## src/rtl/spinner_pipe.sv

```systemverilog
// spinner_pipe: two-stage pipelined barrel rotator / logical shifter.
// Requests come in over a valid/ready handshake. Stage 1 registers the request.
// A combinational log-shifter sits between stage 1 and stage 2.
// Stage 2 holds the result for the consumer.
// Optional feature macro: SPINNER_SPIN_EN. When it is defined, a request can use
// the last produced result as its operand ("spin") instead of in_data.
module spinner_pipe #(
  parameter  int WIDTH = 32,
  localparam int AMT_W = $clog2(WIDTH)
) (
  input  logic             clock,
  input  logic             reset_n,
  input  logic             in_valid,
  output logic             in_ready,
  input  logic [1:0]       in_op,
  input  logic [AMT_W-1:0] in_amount,
  input  logic             in_spin,
  input  logic [WIDTH-1:0] in_data,
  output logic             out_valid,
  input  logic             out_ready,
  output logic [WIDTH-1:0] out_data
);

  typedef enum logic [1:0] {
    OP_ROR = 2'b00,
    OP_ROL = 2'b01,
    OP_SHR = 2'b10,
    OP_SHL = 2'b11
  } op_e;

  // Stage 1 request registers
  logic             s1_valid_q, s1_valid_d;
  op_e              s1_op_q, s1_op_d;
  logic [AMT_W-1:0] s1_amount_q, s1_amount_d;
  logic [WIDTH-1:0] s1_data_q, s1_data_d;

  // Stage 2 result registers
  logic             out_valid_q, out_valid_d;
  logic [WIDTH-1:0] out_data_q, out_data_d;

  logic             s1_advance;
  logic             accept;
  logic [WIDTH-1:0] shift_in;
  logic [WIDTH-1:0] shift_out;

  assign s1_advance = s1_valid_q && (!out_valid_q || out_ready);
  assign in_ready   = !s1_valid_q || s1_advance;
  assign accept     = in_valid && in_ready;

  assign out_valid  = out_valid_q;
  assign out_data   = out_data_q;

`ifdef SPINNER_SPIN_EN
  logic s1_spin_q, s1_spin_d;

  // Capture the spin bit alongside the rest of the request.
  always_comb begin
    s1_spin_d = s1_spin_q;
    if (accept) begin
      s1_spin_d = in_spin;
    end
  end

  // Register the spin bit; cleared on reset so no stale spin survives.
  always_ff @(posedge clock or negedge reset_n) begin
    if (!reset_n) begin
      s1_spin_q <= 1'b0;
    end else begin
      s1_spin_q <= s1_spin_d;
    end
  end

  // The S2 result register always holds the predecessor's result when S1 advances.
  // Spin entries can therefore take their operand straight from it.
  assign shift_in = s1_spin_q ? out_data_q : s1_data_q;
`else
  logic unused_spin;
  assign unused_spin = in_spin;
  assign shift_in    = s1_data_q;
`endif

  // Log-shifter: layer k moves the operand by 2^k when amount bit k is set.
  always_comb begin
    shift_out = shift_in;
    for (int k = 0; k < AMT_W; k++) begin
      if (s1_amount_q[k]) begin
        case (s1_op_q)
          OP_ROR:  shift_out = (shift_out >> (2 ** k)) | (shift_out << (WIDTH - 2 ** k));
          OP_ROL:  shift_out = (shift_out << (2 ** k)) | (shift_out >> (WIDTH - 2 ** k));
          OP_SHR:  shift_out = shift_out >> (2 ** k);
          default: shift_out = shift_out << (2 ** k);
        endcase
      end
    end
  end

  // Stage 1 next state.
  // S1 loads on acceptance and empties when it advances without a refill.
  always_comb begin
    s1_valid_d  = s1_valid_q;
    s1_op_d     = s1_op_q;
    s1_amount_d = s1_amount_q;
    s1_data_d   = s1_data_q;
    if (accept) begin
      s1_valid_d  = 1'b1;
      s1_op_d     = op_e'(in_op);
      s1_amount_d = in_amount;
      s1_data_d   = in_data;
    end else if (s1_advance) begin
      s1_valid_d  = 1'b0;
    end
  end

  // Stage 2 next state.
  // The result register only changes when S2 loads, so it is stable under stall.
  always_comb begin
    out_valid_d = out_valid_q;
    out_data_d  = out_data_q;
    if (s1_advance) begin
      out_valid_d = 1'b1;
      out_data_d  = shift_out;
    end else if (out_ready) begin
      out_valid_d = 1'b0;
    end
  end

  // Pipeline registers; reset discards every in-flight entry and zeroes the result.
  always_ff @(posedge clock or negedge reset_n) begin
    if (!reset_n) begin
      s1_valid_q  <= 1'b0;
      s1_op_q     <= OP_ROR;
      s1_amount_q <= '0;
      s1_data_q   <= '0;
      out_valid_q <= 1'b0;
      out_data_q  <= '0;
    end else begin
      s1_valid_q  <= s1_valid_d;
      s1_op_q     <= s1_op_d;
      s1_amount_q <= s1_amount_d;
      s1_data_q   <= s1_data_d;
      out_valid_q <= out_valid_d;
      out_data_q  <= out_data_d;
    end
  end

endmodule

```

## config.mk

```make
export PLATFORM = sky130hd
export DESIGN_NAME = spinner_pipe
export DESIGN_NICKNAME = d
export VERILOG_FILES = /design/src/rtl/spinner_pipe.sv
export SDC_FILE = /design/constraint.sdc
export NUM_CORES = 1
export LEC_CHECK = 0
export ABC_AREA = 1
export BUFFER_PORTS_ARGS = -buffer_cell sky130_fd_sc_hd__buf_4
export CAP_MARGIN = 0
export CORE_ASPECT_RATIO = 1.1
export CORE_MARGIN = 10
export CORE_UTILIZATION = 35
export CTS_BUF_LIST = sky130_fd_sc_hd__clkbuf_8
export DETAILED_ROUTE_END_ITERATION = 10
export SYNTH_ARGS = -nofsm -noshare
export SYNTH_HDL_FRONTEND = slang
export SYNTH_SLANG_ARGS = --single-unit
export TNS_END_PERCENT = 20
```

## constraint.sdc

```tcl
create_clock -name clock -period 2.15 [get_ports clock]
set_input_delay 0.1075 -clock clock [delete_from_list [all_inputs] [get_ports clock]]
set_output_delay 0.1075 -clock clock [all_outputs]
set_load 0.02 [all_outputs]
```

==> qor.txt <==
======================================================================================
Highest attainable clock frequency                                           0.482 GHz
Overall power of the completed layout                                        0.00810 W
Fin. max-slew vios                                                                   0
Number of distinct standard cells referenced by the synthesized netlist             23
Number of enable-type register cells in the synthesized netlist                      0
RD Place Congestion                                                              0.920
Full die area                                                              0.0255 mm^2
Run status                                                                finished, violations left
Number of CTS-inserted buffers                                                       9
Post-synthesis to final-layout area growth                                       25.3%
1st-iter DRT viols                                                                 686
Hold-critical path depth                                                             3
Die boundary width                                                              153 um
Wire length of the first global-routing pass                                   34.7 mm
Die Height                                                                      166 um
I/O pin cnt                                                                         78
CTS tree                                                                          done
Number of global-route vias before repair                                        6,575
Number of synthesis warnings                                                         0
Cell count of the worst reg-to-reg path                                             14
Final clock period utilization by the worst path                                 96.5%
Met3 Resource Use GR                                                             2.63%
Post-synthesis area per instance                                             6.38 um^2
Data required time of the critical path                                        2.41 ns
Worst reg-to-reg setup slack                                                   0.08 ns
Largest net degree at the start of global routing                                   56
Worst-Skew Late Latency                                                        0.38 ns
Gate count of the mapped netlist                                                 1,069
Netlist Area Pre-Place                                                    0.00683 mm^2
Busiest grt layer                                                                 met1
Arrival time reported for the critical path endpoint                           2.34 ns
Worst Hold Margin                                                          -0.00121 ns
Worst R2R Start                                                             s1_op_q[0]
Vias per inst                                                                     5.14
Top_reg_cell synth                                                        sky130_fd_sc_hd__dfrtp_1
P_leak                                                                         4.52 nW
Area of combinational cells with multiple inputs                          0.00461 mm^2
Layout cell share with drive strength beyond 1                                   25.1%
Area occupied by registers                                                0.00183 mm^2
Antenna violations before repair                                                     0
Via count                                                                        7,272
Worst slew slack as a fraction of its limit                                      45.5%
Max-Cap Viols                                                                        0
Longest Clk Path Bufs                                                                2
Endpoint type of the worst setup path                                         register
Buffers added on ports                                                              76
Number of standard-cell rows in the floorplan                                       53
Total length of routed wires                                                   21.7 mm
Met1 usage                                                                       24.3%
Net count of the mapped netlist                                                  1,113
DRC violations left                                                                  0
CTS sink count                                                                      73
Path class of the lowest-slack min-delay path                                in -> reg
CTS H-tree depth                                                                     3
Initial core utilization                                                         35.6%
Post-layout net count                                                            1,207
Aggregate global routing overflow                                                    0
Crit start category                                                           register
Final core occ                                                                   44.6%
GRT met2 Usage                                                                   22.3%
Seq/Total Area, Yosys                                                            26.8%
Minimum clock period after layout                                              2.07 ns
Failing checks                                                            negative hold slack
Final-layout fill cell count                                                     2,006
Slew at the pin closest to its max-slew limit                                 0.818 ns
Power density of the placed cells                                          947 mW/mm^2
Worst ir drop on vdd                                                          0.552 mV
TritonRoute pass-1 iters                                                             6
Fin. Hold Viols                                                                      2
Total global routing track utilization                                           16.0%
Setup Viol. Count Final                                                              0
CP Class                                                                    reg -> reg
HPWL after DPL                                                                 16.1 mm
Most common cell on crit path                                             sky130_fd_sc_hd__nand3_1
Clock slew at the register clock pins of the worst setup and hold paths        0.08 ns
Critical-path top delay cell                                              sky130_fd_sc_hd__dfrtp_4
Area inside the core boundary                                              0.0192 mm^2
Leading cell type in the layout, fill and taps excluded                   sky130_fd_sc_hd__nand2_1
Delay of the slowest cell on the worst path                                    0.53 ns
Antenna fix cells                                                                    0
Async set or reset register ratio after synthesis                                 100%
Avg WL per Cell                                                                15.3 um
Commonest cells after routing, fill and taps aside                        sky130_fd_sc_hd__nand2_1 (400), sky130_fd_sc_hd__nand3_1 (253), sky130_fd_sc_hd__nand3_2 (132)
Startpoint of the tightest hold check path                                in_amount[2]
Worst Hold Path EP                                                        s1_amount_q[2]
Clock Tree Root                                                           sky130_fd_sc_hd__clkbuf_8
Final worst clock skew                                                       0.0127 ns
Cell-by-cell trace of the critical path                                   clkinv_8, buf_4, nand2_1, nand3_2, nand3_1, nand3_2, nand3_1, nand3_2, nand3_1, nand3_1, nand3_1, nand2_1, nand2_1, nand2_1
Number of register bits inferred by synthesis                                       73
Terminus of the critical flop-to-flop path                                 out_data[0]
Highest net fanout along the worst path                                              6
Antenna Violating Nets Remaining                                                     0
RSZ-0062 raised after global routing                                              true
======================================================================================
[where the power goes]
part	switching, W	leakage (nW)	internal (W)
Clock	0.000519	0.106	0.000585
Sequential	0.000272	0.857	0.00176
Combinational	0.00315	3.55	0.00181
Total	0.00394	4.52	0.00415
[worst max-delay path: cells and delay by family, from the launching register on]
kind / cells / cell delay [ns]
AND/OR/NAND/NOR: 12 / 1.14
buffers and inverters: 2 / 0.28
flip-flops: 1 / 0.53
[layer usage]
layer | part of all wire, % | wire [um]
met5 | 0 | 0
met4 | 2.1 | 457
met3 | 5.7 | 1230
met2 | 42 | 9120
met1 | 50 | 10900
[layout make-up]
cell class,count,share of cell area [%]
repair inverters,1,0.102
inverters,38,1.84
well taps,247,3.61
repair buffers,156,16.9
clock buffers,11,1.77
flip-flops and latches,73,21.4
clock inverters,4,0.512
multi-input cells,884,53.9
[sequential cells by signal (all words and copies together), names as in the netlist]
signal and flops:
s1_valid_q 1, out_valid 1, s1_data_q 32, s1_op_q 2, s1_amount_q 5, out_data 32
[through the flow]
stage	TNS [ns]	std cells	instance area, um^2	worst slack (ns)
2_1_floorplan	0	1069	6830	0.431
3_3_place_gp	0	1348	7540	0.108
3_5_place_dp	0	1348	7540	0.0679
4_1_cts	0	1402	8130	0.0408
5_1_grt	-0.233	1414	8550	-0.0366
6_report	0	1414	8550	0.0753
[synthesized netlist by cell type (2+ instances only)]
library cell	n	area [um^2]
sky130_fd_sc_hd__a21oi_1	37	185
sky130_fd_sc_hd__a21oi_2	2	17.5
sky130_fd_sc_hd__buf_2	21	105
sky130_fd_sc_hd__buf_4	18	135
sky130_fd_sc_hd__buf_6	14	158
sky130_fd_sc_hd__clkbuf_1	19	71.3
sky130_fd_sc_hd__dfrtp_1	73	1830
sky130_fd_sc_hd__inv_1	35	131
sky130_fd_sc_hd__mux2_2	3	33.8
sky130_fd_sc_hd__nand2_1	410	1540
sky130_fd_sc_hd__nand2_2	5	31.3
sky130_fd_sc_hd__nand3_1	296	1480
sky130_fd_sc_hd__nand3_2	89	891
sky130_fd_sc_hd__nor2_1	36	135
sky130_fd_sc_hd__or2_2	3	18.8
[repair_timing]
| action | CTS | global route |
|---|---|---|
| gates resized for setup | 0 | 61 |
| setup buffers | 0 | 8 |
| endpoints found under the setup margin | 0 | 32 |
| endpoints found under the hold margin | 78 | 0 |
| hold buffers | 39 | 0 |
[cells by family (layout without fill, tap and decap cells)]
family / after synthesis / count (layout) / synth area share [%]
and+or+nand+nor: 841 / 841 / 60.3
DFF: 73 / 73 / 26.8
AOI/OAI and AO/OA: 40 / 40 / 3.08
buffers and inverters: 112 / 210 / 9.39
muxes: 3 / 3 / 0.495
[worst max path at each step]
stage	from	to	depth (start not counted)
floorplan	out_valid	s1_data_q[2]	6
global placement	s1_op_q[0]	out_data[4]	13
detailed placement	s1_op_q[0]	out_data[7]	14
CTS	s1_op_q[0]	out_data[7]	14
global route	s1_op_q[0]	out_data[22]	14
finish	s1_op_q[0]	out_data[0]	14
(Power assumes the default switching activity.)
